--- src/rtl/search_arbiter.sv ---
// Two-requester front end for a shared binary-search engine: round-robin
// arbitration, launch/watchdog/abort sequencing and per-owner result routing.
module search_arbiter #(
  parameter int DATA_W  = 8,
  parameter int ADDR_W  = 5,
  parameter int TIMEOUT = 64
) (
  input  logic              clock,
  input  logic              reset,
  input  logic              req0,
  input  logic [DATA_W-1:0] a0,
  input  logic              req1,
  input  logic [DATA_W-1:0] a1,
  output logic              grant0,
  output logic              grant1,
  output logic              done0,
  output logic              done1,
  output logic              found,
  output logic [ADDR_W-1:0] f_addr,
  output logic              timeout,
  output logic              busy,
  output logic              eng_start,
  output logic [DATA_W-1:0] eng_A,
  output logic              eng_abort,
  input  logic              eng_done,
  input  logic              eng_found,
  input  logic [ADDR_W-1:0] eng_addr
);

  localparam int              CNT_W    = (TIMEOUT > 2) ? $clog2(TIMEOUT) : 1;
  localparam logic [CNT_W-1:0] CNT_LAST = CNT_W'(TIMEOUT - 1);

  typedef enum logic [2:0] {
    S_IDLE,
    S_LAUNCH,
    S_WAIT,
    S_ABORT,
    S_REPORT
  } state_t;

  state_t              state_q, state_d;
  logic                owner_q, owner_d;
  logic                last_q,  last_d;
  logic [CNT_W-1:0]    cnt_q,   cnt_d;
  logic [DATA_W-1:0]   tgt_q,   tgt_d;
  logic                found_q, found_d;
  logic [ADDR_W-1:0]   faddr_q, faddr_d;
  logic                tout_q,  tout_d;
  logic                grant0_q, grant0_d;
  logic                grant1_q, grant1_d;
  logic                done0_q,  done0_d;
  logic                done1_q,  done1_d;
  logic                busy_q,   busy_d;
  logic                start_q,  start_d;
  logic                abort_q,  abort_d;

  // State and all registered outputs; last_q resets to 1 so requester 0 wins first.
  always_ff @(posedge clock) begin
    if (reset) begin
      state_q  <= S_IDLE;
      owner_q  <= 1'b0;
      last_q   <= 1'b1;
      cnt_q    <= '0;
      tgt_q    <= '0;
      found_q  <= 1'b0;
      faddr_q  <= '0;
      tout_q   <= 1'b0;
      grant0_q <= 1'b0;
      grant1_q <= 1'b0;
      done0_q  <= 1'b0;
      done1_q  <= 1'b0;
      busy_q   <= 1'b0;
      start_q  <= 1'b0;
      abort_q  <= 1'b0;
    end else begin
      state_q  <= state_d;
      owner_q  <= owner_d;
      last_q   <= last_d;
      cnt_q    <= cnt_d;
      tgt_q    <= tgt_d;
      found_q  <= found_d;
      faddr_q  <= faddr_d;
      tout_q   <= tout_d;
      grant0_q <= grant0_d;
      grant1_q <= grant1_d;
      done0_q  <= done0_d;
      done1_q  <= done1_d;
      busy_q   <= busy_d;
      start_q  <= start_d;
      abort_q  <= abort_d;
    end
  end

  always_comb begin
    state_d = state_q;
    owner_d = owner_q;
    last_d  = last_q;
    cnt_d   = cnt_q;
    tgt_d   = tgt_q;
    case (state_q)
      S_IDLE: begin
        if (req0 || req1) begin
          // With both pending, serve whoever was not served last.
          owner_d = (req0 && req1) ? ~last_q : req1;
          tgt_d   = owner_d ? a1 : a0;
          state_d = S_LAUNCH;
        end
      end
      S_LAUNCH: begin
        cnt_d   = '0;
        state_d = S_WAIT;
      end
      S_WAIT: begin
        if (eng_done) begin
          state_d = S_REPORT;
        end else if (cnt_q == CNT_LAST) begin
          state_d = S_ABORT;
        end else begin
          cnt_d = cnt_q + CNT_W'(1);
        end
      end
      S_ABORT: begin
        state_d = S_REPORT;
      end
      S_REPORT: begin
        last_d  = owner_q;
        state_d = S_IDLE;
      end
      default: begin
        state_d = S_IDLE;
      end
    endcase
  end

  // Outputs are decoded from the next state so they appear registered in-state.
  always_comb begin
    grant0_d = (state_d == S_LAUNCH) && !owner_d;
    grant1_d = (state_d == S_LAUNCH) &&  owner_d;
    done0_d  = (state_d == S_REPORT) && !owner_d;
    done1_d  = (state_d == S_REPORT) &&  owner_d;
    start_d  = (state_d == S_LAUNCH);
    abort_d  = (state_d == S_ABORT);
    busy_d   = (state_d != S_IDLE);
    found_d  = found_q;
    faddr_d  = faddr_q;
    tout_d   = tout_q;
    if (state_q == S_WAIT && eng_done) begin
      found_d = eng_found;
      faddr_d = eng_found ? eng_addr : '0;
      tout_d  = 1'b0;
    end else if (state_q == S_ABORT) begin
      found_d = 1'b0;
      faddr_d = '0;
      tout_d  = 1'b1;
    end
  end

  assign grant0    = grant0_q;
  assign grant1    = grant1_q;
  assign done0     = done0_q;
  assign done1     = done1_q;
  assign found     = found_q;
  assign f_addr    = faddr_q;
  assign timeout   = tout_q;
  assign busy      = busy_q;
  assign eng_start = start_q;
  assign eng_A     = tgt_q;
  assign eng_abort = abort_q;

endmodule

--- config.mk ---
export PLATFORM = sky130hd
export DESIGN_NAME = search_arbiter
export DESIGN_NICKNAME = d
export VERILOG_FILES = /design/src/rtl/search_arbiter.sv
export SDC_FILE = /design/constraint.sdc
export NUM_CORES = 1
export LEC_CHECK = 0
export BUFFER_PORTS_ARGS = -buffer_cell sky130_fd_sc_hd__buf_2
export CORE_MARGIN = 4
export CORE_UTILIZATION = 47
export CTS_CLUSTER_DIAMETER = 30
export DETAILED_ROUTE_END_ITERATION = 7
export PLACE_DENSITY = 0.77
export SLEW_MARGIN = 5
export SYNTH_ARGS = -nofsm -noshare
export SYNTH_HDL_FRONTEND = slang
export SYNTH_SLANG_ARGS = --single-unit
--- constraint.sdc ---
create_clock -name clock -period 1.6 [get_ports clock]
set_clock_uncertainty 0.05 [all_clocks]
set_input_delay 0.32 -clock clock [delete_from_list [all_inputs] [get_ports clock]]
set_output_delay 0.32 -clock clock [all_outputs]
set_load 0.02 [all_outputs]
* Yosys cells after proc, flatten, opt, wreduce, memory -nomap -nowiden
Cells that the tools add are included.
** Word-level totals
- Bits in registers :: 33
- Bits of input ports :: 27
- Output and inout port bits :: 22
- Word-level logic and storage cells :: 58
** Cells by class
- $add $sub $neg :: 1
- Eq/ne operators :: 10
- Mux-type cells :: 16
- Bitwise logic cells :: 1
- Reduce and logical (&&, ||, !) cells :: 15
** Operators with widths (count)
- $mux 5 :: 3
- $mux 6 :: 2
- $pmux 3 s4 :: 1
- $pmux 6 s2 :: 1
- $eq 3x2->1 const B :: 3
- $mux 3 :: 3
- $mux 8 :: 1
- $add 6x1->6 const B :: 1
- $eq 3x1->1 const B :: 2
- $eq 3x3->1 const B :: 2
- $eq 6x6->1 const B :: 1
- $logic_and 1x1->1 :: 6
- $mux 1 :: 5
- $ne 2x2->1 const B :: 2
- $reduce_bool 2->1 :: 2
- $logic_not 3->1 :: 1
- $reduce_and 3->1 :: 1
- $reduce_bool 3->1 :: 1
- $reduce_and 2->1 :: 1
- $reduce_or 2->1 :: 1
- $logic_not 1->1 :: 1
- $logic_or 1x1->1 :: 1
- $not 1->1 :: 1

* Depth between registers and ports, before layout
Gate-level depths: netlist of run 1.
- Word-level depth :: 6
- Mapped depth :: 5
- Mapped depth without buffers :: 5

* Least setup slack after synthesis of run 1
OpenSTA, ideal clock, no wires.
- Path kind :: reg-to-reg
- Start :: reg state_q[0]
- End :: reg cnt_q[0]
- Library setup time :: 65 ps
- Arrival :: 1285 ps
- Required time :: 1485 ps
- Slack :: 200 ps
- Stages on the path, launching flop included :: 5
- Path buffers :: 0
- Period minus slack after synthesis :: 1400 ps
- Path through :: dfxtp_1 > nor4b_4 > o21ai_2 > mux2_1 > nor2_1
** On the way
- Word-level cells in the longest chain between the ends :: 3
- Elaborated cells on any way between the ends :: 7
- Classes of those cells :: eq/ne (4); mux (1); reduce/logical (2)
** RTL lines
- start: declaration :: RTL line 41 : state_t state_q, state_d;
- start signal: assignment :: RTL line 76 : state_q <= state_d;
- $eq 3x2->1 or $eq 3x1->1 (tied branches) :: RTL line 100 : case (state_q)
- $ne 2x2->1 (no line) or $reduce_bool 2->1 (tied branches)
- $reduce_and 3->1 (no line)
- end signal: assignment :: RTL line 79 : cnt_q <= cnt_d;
- end: declaration :: RTL line 44 : logic [CNT_W-1:0] cnt_q, cnt_d;
Parallel ways exist; a longest one is shown, timed or not.
A chain may end at the register's enable or synchronous reset.

* Worst setup path in the final report of run 1
- Start :: reg state_q[0]
- End :: reg busy_q, in the netlist busy
** On the way
- Word-level cells in the longest chain between the ends :: 4
- Elaborated cells on any way between the ends :: 9
- Classes of those cells :: eq/ne (3); mux (4); reduce/logical (2)
** RTL lines
- $mux 3 :: RTL line 116 : end else if (cnt_q == CNT_LAST) begin
- $mux 3 :: RTL line 114 : if (eng_done) begin
- $pmux 3 s4 * :: RTL line 100
- $reduce_bool 3->1 * :: RTL line 143 : busy_d = (state_d != S_IDLE);
- end signal: assignment :: RTL line 88 : busy_q <= busy_d;
- end: declaration :: RTL line 53 : logic busy_q, busy_d;
Mark *: on every way between the ends. The rest lies on a longest branch, timed or not.

==> results of run 1 <==
## critical path: stages (launching register included)
cell and delay [ns]:
dfxtp_1 0.52, or3b_2 0.55, nor2b_1 0.16, a21oi_1 0.14
## worst paths after layout
check | start | to | slack [ns] | cells past startpoint
worst min-delay path | eng_addr[1] | f_addr[1] | 0.17 | 3
worst max register to register | state_q[0] | busy | 0.12 | 3
worst max-delay path | state_q[0] | busy | 0.12 | 3
worst min register to register | owner_q | last_q | 0.43 | 1
## power by group through the flow
stage	clock network, µW	logic (µW)	registers (µW)
floorplan	0	138	973
global placement	0	283	919
detailed placement	0	292	921
CTS	467	293	904
global route	499	357	914
finish	450	325	906
## layout make-up
type | instances | area share
multi-input cells | 92 | 0.371
clock buffers | 5 | 0.0225
well taps | 30 | 0.0225
inverters | 1 | 0.00225
repair buffers | 55 | 0.175
flip-flops and latches | 33 | 0.396
clock inverters | 3 | 0.0105
## cells in the mapped netlist, types with 2 or more instances
| cell type | n |
|---|---|
| a211oi_1 | 8 |
| nor3_1 | 4 |
| xor2_1 | 3 |
| and2_1 | 4 |
| a22oi_1 | 6 |
| o211ai_1 | 3 |
| nand3_1 | 2 |
| clkbuf_1 | 4 |
| nand2_1 | 3 |
| nor2b_1 | 3 |
| dfxtp_1 | 33 |
| and3_1 | 2 |
| mux2i_1 | 8 |
| nor2_1 | 23 |
| a21oi_1 | 7 |
## repair_timing
action                     4_1_cts  5_1_grt
setup endpoints to repair        2       18
setup buffers                    0        5
resized for setup                1        4
## layout by cell type (no fill, tap or decap), types with 2 or more instances in the layout
master,netlist,final
a211oi_1,8,8
a21oi_1,7,7
a22oi_1,6,6
and2_1,4,4
and3_1,2,2
buf_2,1,48
buf_4,1,7
clkbuf_4,0,5
clkinv_2,0,2
dfxtp_1,33,33
mux2i_1,8,8
nand2_1,3,3
nor2_1,23,23
nor2b_1,3,2
nor3_1,4,3
o211ai_1,3,3
o21ai_2,1,2
xor2_1,3,3
## stage by stage
| step | cells | util | setup slack (ns) | hold WS (ns) |
|---|---|---|---|---|
| floorplan | 132 | - | 0.200 | 0.386 |
| global placement | 206 | 0.613 | 0.0387 | 0.404 |
| detailed placement | 206 | 0.613 | 0.0127 | 0.399 |
| CTS | 214 | 0.635 | 0.0121 | 0.163 |
| global route | 219 | 0.656 | 0.0224 | 0.192 |
| finish | 219 | 0.656 | 0.117 | 0.172 |
## logic make-up (layout without fill, tap and decap cells)
| group | count (synthesis) | after routing |
|---|---|---|
| AO/OA/AOI/OAI | 31 | 31 |
| XOR/XNOR | 3 | 3 |
| adder cells (fa/ha/maj) | 1 | 1 |
| buffers and inverters | 7 | 64 |
| flip-flops | 33 | 33 |
| multiplexers | 9 | 9 |
| AND/OR/NAND/NOR | 48 | 48 |
## per-layer routing
| layer | vias to the layer above | routed length [µm] | GRT usage |
|---|---|---|---|
| met3 | 4 | 303 | 0.0553 |
| li1 | 582 | - | - |
| met5 | - | 0 | 0 |
| met2 | 51 | 1280 | 0.264 |
| met4 | 0 | 31 | 0.0836 |
| met1 | 504 | 1240 | 0.195 |
## registers in the layout, summed over array words and instances, names as in the netlist
signal	cells
eng_A	8
cnt_q	6
f_addr	5
state_q	3
busy	1
done0	1
done1	1
eng_abort	1
eng_start	1
found	1
grant0	1
grant1	1
last_q	1
owner_q	1
timeout	1
==> results.json, run 1 <==
{
  "end_kind": "flop",
  "synth_cell_types": 34,
  "clk_latency_ns": 0.33,
  "synthAdderAreaFrac": 0.00966,
  "finalCriticalPeriod_ns": 1.48,
  "synth_top_family_by_area": "simple AND/OR/NAND/NOR gates",
  "track_usage": 0.164,
  "coreArea_um2": 2540,
  "multi_input_area_um2": 619,
  "drc": 0,
  "pwr-share-comb": 0.193,
  "start_util": 0.509,
  "postRouteAntennaNets": 0,
  "synth_fp_nets": 160,
  "hold_violations": 0,
  "grt-ovfl-total": 0,
  "max-slew-margin-rel": 0.682,
  "cts_root_buffer": "clkbuf_4",
  "cts_buffer_depth": 2,
  "std_cell_rows": 18,
  "fill_cells": 233,
  "ys_warn_count": 0,
  "grt_max_degree": 29,
  "tightest_slew_ns": 0.477,
  "pwr-share-seq": 0.539,
  "synth_compound_area_frac": 0.166,
  "ys_ff_latch": 33,
  "clk_pin_slew_ns": 0.10,
  "power_leakage_uw": 0.000745,
  "setup_viol": 0,
  "synth_area_leaders": "dfxtp_1 51%, nor2_1 6.7%, mux2i_1 6.2%",
  "cts_buffers": 5,
  "synth_mux_area_frac": 0.0705,
  "finalPower_uw": 1680,
  "grt_pass1_wl_um": 4460,
  "synth_cells": 132,
  "status": "complete, no violations",
  "wire_per_inst_um": 13.0,
  "worst_ir_drop_vdd_mv": 0.764,
  "antenna_found_initial": 0,
  "synthXorXnorAreaFrac": 0.0203,
  "synth-simple-area-share": 0.199,
  "io_buffers": 48,
  "fin_tns_setup_ns": 0,
  "holdBufCountCts": 0,
  "fin_crit_sh": 0.927,
  "htree_levels": 2,
  "die-area_um2": 3660,
  "place_area_um2": 1560,
  "synth_area_um2": 1290,
  "maxCapViolCount": 0,
  "cp_data_required_time_ns": 1.82,
  "grt_pass1_vias": 1069,
  "swShare": 0.297,
  "yosys.area.top_type": "dfxtp_1",
  "totalWireLength_um": 2860,
  "synth_edf_count": 0,
  "synth_flop_cell": "dfxtp_1",
  "cts_sinks": 33,
  "drt_pass1_iterations": 4,
  "crit_fanout": 7,
  "drt-initial-drc-count": 34,
  "synthArstFlopShare": 0,
  "viasPerCell": 5.21,
  "hpwlAfterDp_um": 1990,
  "synth.avg_cell_area_um2": 9.81,
  "rsz0062_at_grt": "no",
  "syn_to_final_growth_pct": 28.9,
  "powerDensity_nw_per_um2": 1010,
  "slew_viol_final": 0,
  "vias": 1141,
  "cts_tree": "yes",
  "antenna-diode-count": 0,
  "die_h_um": 60.5,
  "final_nets": 216,
  "startpoint_type": "flop",
  "drive_above_1_share": 0.381,
  "regArea_um2": 661,
  "max_freq_mhz": 674,
  "arrival_ns": 1.70,
  "yosysTopAreaCellShare": 0.510,
  "gp_congestion": 0.790,
  "ios": 49,
  "p_int_uw": 1180,
  "yosysSeqAreaShare": 0.510,
  "die_w_um": 60.5,
  "final_area_um2": 1670,
  "critical_path_class": "reg2reg",
  "switchingPower_uw": 500,
  "p_clk_frac": 0.268,
  "hold_class": "in2reg"
}
No activity file was read; power rests on OpenSTA's default activity.
==> inputs of run 2 (changes only) <==
- CORE_ASPECT_RATIO: not set -> 1.2
==> run 2 against run 1 <==
  * Wire length grew 0.14%
  * Total power shrank 0.65%
  * Register-to-register slack lost 0.02 ns
  * Critical endpoint unchanged
  * Largest cell class unchanged
  * Highest routed layer unchanged
==> results.json, run 2 (synthesis results as in run 1) <==
{
  "status": "complete, no violations",
  "cp_data_required_time_ns": 1.81,
  "end_kind": "flop",
  "startpoint_type": "flop",
  "die_w_um": 55.9,
  "clk_latency_ns": 0.34,
  "grt_pass1_wl_um": 4770,
  "crit_fanout": 7,
  "die-area_um2": 3660,
  "final_cell_mix": "48 x buf_2, 33 x dfxtp_1, 23 x nor2_1",
  "htree_levels": 2,
  "reg2regPathDepth": 3,
  "cp-endpoint": "busy",
  "path_cells": "or3b_2, nor2b_1, a21oi_1",
  "worst_slack_ns": 0.0998,
  "track_usage": 0.166,
  "ff2ff_setup_slack_ns": 0.1,
  "grt-ovfl-total": 0,
  "tightest_slew_ns": 0.494,
  "ios": 49,
  "totalWireLength_um": 2860,
  "cts_buffer_depth": 2,
  "power_leakage_uw": 0.000749,
  "antenna-diode-count": 0,
  "start_util": 0.502,
  "max-slew-margin-rel": 0.671,
  "worst_ir_drop_vdd_mv": 0.582,
  "syn_to_final_growth_pct": 29.3,
  "drc": 0,
  "grt_pass1_vias": 1123,
  "std_cell_rows": 20,
  "finalCriticalPeriod_ns": 1.50,
  "gp_congestion": 0.724,
  "coreArea_um2": 2580,
  "startpoint": "state_q[0]",
  "viasPerCell": 5.22,
  "r2r_start": "state_q[0]",
  "hold_class": "in2reg",
  "maxCapViolCount": 0,
  "io_buffers": 48,
  "largest_register_ff_count": 8,
  "fin_crit_sh": 0.938,
  "multi_input_area_um2": 624,
  "max_freq_mhz": 667,
  "slowest_delay_ns": 0.54,
  "powerDensity_nw_per_um2": 998,
  "rsz0062_at_grt": "no",
  "critical_path_class": "reg2reg",
  "drive_above_1_share": 0.368,
  "cts_sinks": 33,
  "grt_max_degree": 29,
  "fin_tns_setup_ns": 0,
  "hold_violations": 0,
  "slew_viol_final": 0,
  "clk_pin_slew_ns": 0.10,
  "hpwlAfterDp_um": 2110,
  "fill_cells": 229,
  "final_common_cell": "buf_2",
  "whs_path_depth": 3,
  "drt-initial-drc-count": 17,
  "vias": 1165,
  "wire_per_inst_um": 12.8,
  "worst_r2r_endpoint": "busy",
  "cts_buffers": 5,
  "die_h_um": 65.5,
  "regArea_um2": 661,
  "slowest_stage": "or3b_2",
  "cts_tree": "yes",
  "dp_slack_ns": 0.0549,
  "arrival_ns": 1.71,
  "cts_root_buffer": "clkbuf_4",
  "drt_pass1_iterations": 4,
  "final_nets": 217,
  "antenna_found_initial": 0,
  "setup_viol": 0,
  "postRouteAntennaNets": 0
}
## run 2: cell types whose count changed in the layout (fill, tap and decap cells not counted)
cell / change
o21ai_1: -1
clkinvlp_4: -1
o21a_1: +1
o21ai_0: +1
clkbuf_1: +1
nor2b_2: -1
nor2b_1: +1
## run 2: power by group
| part | switching, µW | total, µW | internal [µW] |
|---|---|---|---|
| clock | 274 | 441 | 167 |
| combinational | 184 | 323 | 139 |
| sequential | 32.0 | 906 | 874 |
## run 2: through the flow
stage          std cells   util  power, µW  area, µm²  hold WS (ns)
2_1_floorplan        132      -       1110       1290         0.386
3_3_place_gp         211  0.613       1210       1580         0.397
3_5_place_dp         211  0.613       1220       1580         0.411
4_1_cts              219  0.633       1670       1630         0.165
5_1_grt              223  0.650       1770       1670         0.177
6_report             223  0.650       1670       1670         0.175
## run 2: worst min path at each step
stage / startpoint / endpoint
CTS: eng_addr[3] / f_addr[3]
detailed placement: owner_q / last_q
global route: eng_addr[2] / f_addr[2]
global placement: owner_q / last_q
floorplan: owner_q / last_q
finish: eng_addr[3] / f_addr[3]
## run 2: area by class of cell
| cell class | instances | area share |
|---|---|---|
| Clock buffer | 6 | 0.0247 |
| Clock inverter | 2 | 0.00598 |
| Inverter | 1 | 0.00224 |
| Multi-Input combinational cell | 93 | 0.373 |
| Sequential cell | 33 | 0.395 |
| Tap cell | 33 | 0.0247 |
| Timing Repair Buffer | 55 | 0.175 |
## run 2: timing repair
item,in CTS,in global routing
resized for setup,0,3
setup buffers,0,3
setup endpoints to repair,0,11
hold endpoints to repair,0,0
hold buffers,0,0
## run 2: routing by layer
layer  vias to the layer above  wire [µm]  GRT usage
li1                        587          -          -
met2                        32       1430      0.286
met1                       538       1210      0.182
met5                         -          0          0
met4                         0         55     0.0831
met3                         8        171     0.0570
## run 2: critical path, delay by kind of cell, from the launching register on
kind             cells  cell delay, ns
AO/OA/AOI/OAI        1            0.17
flip-flops           1            0.51
AND/OR/NAND/NOR      2            0.70
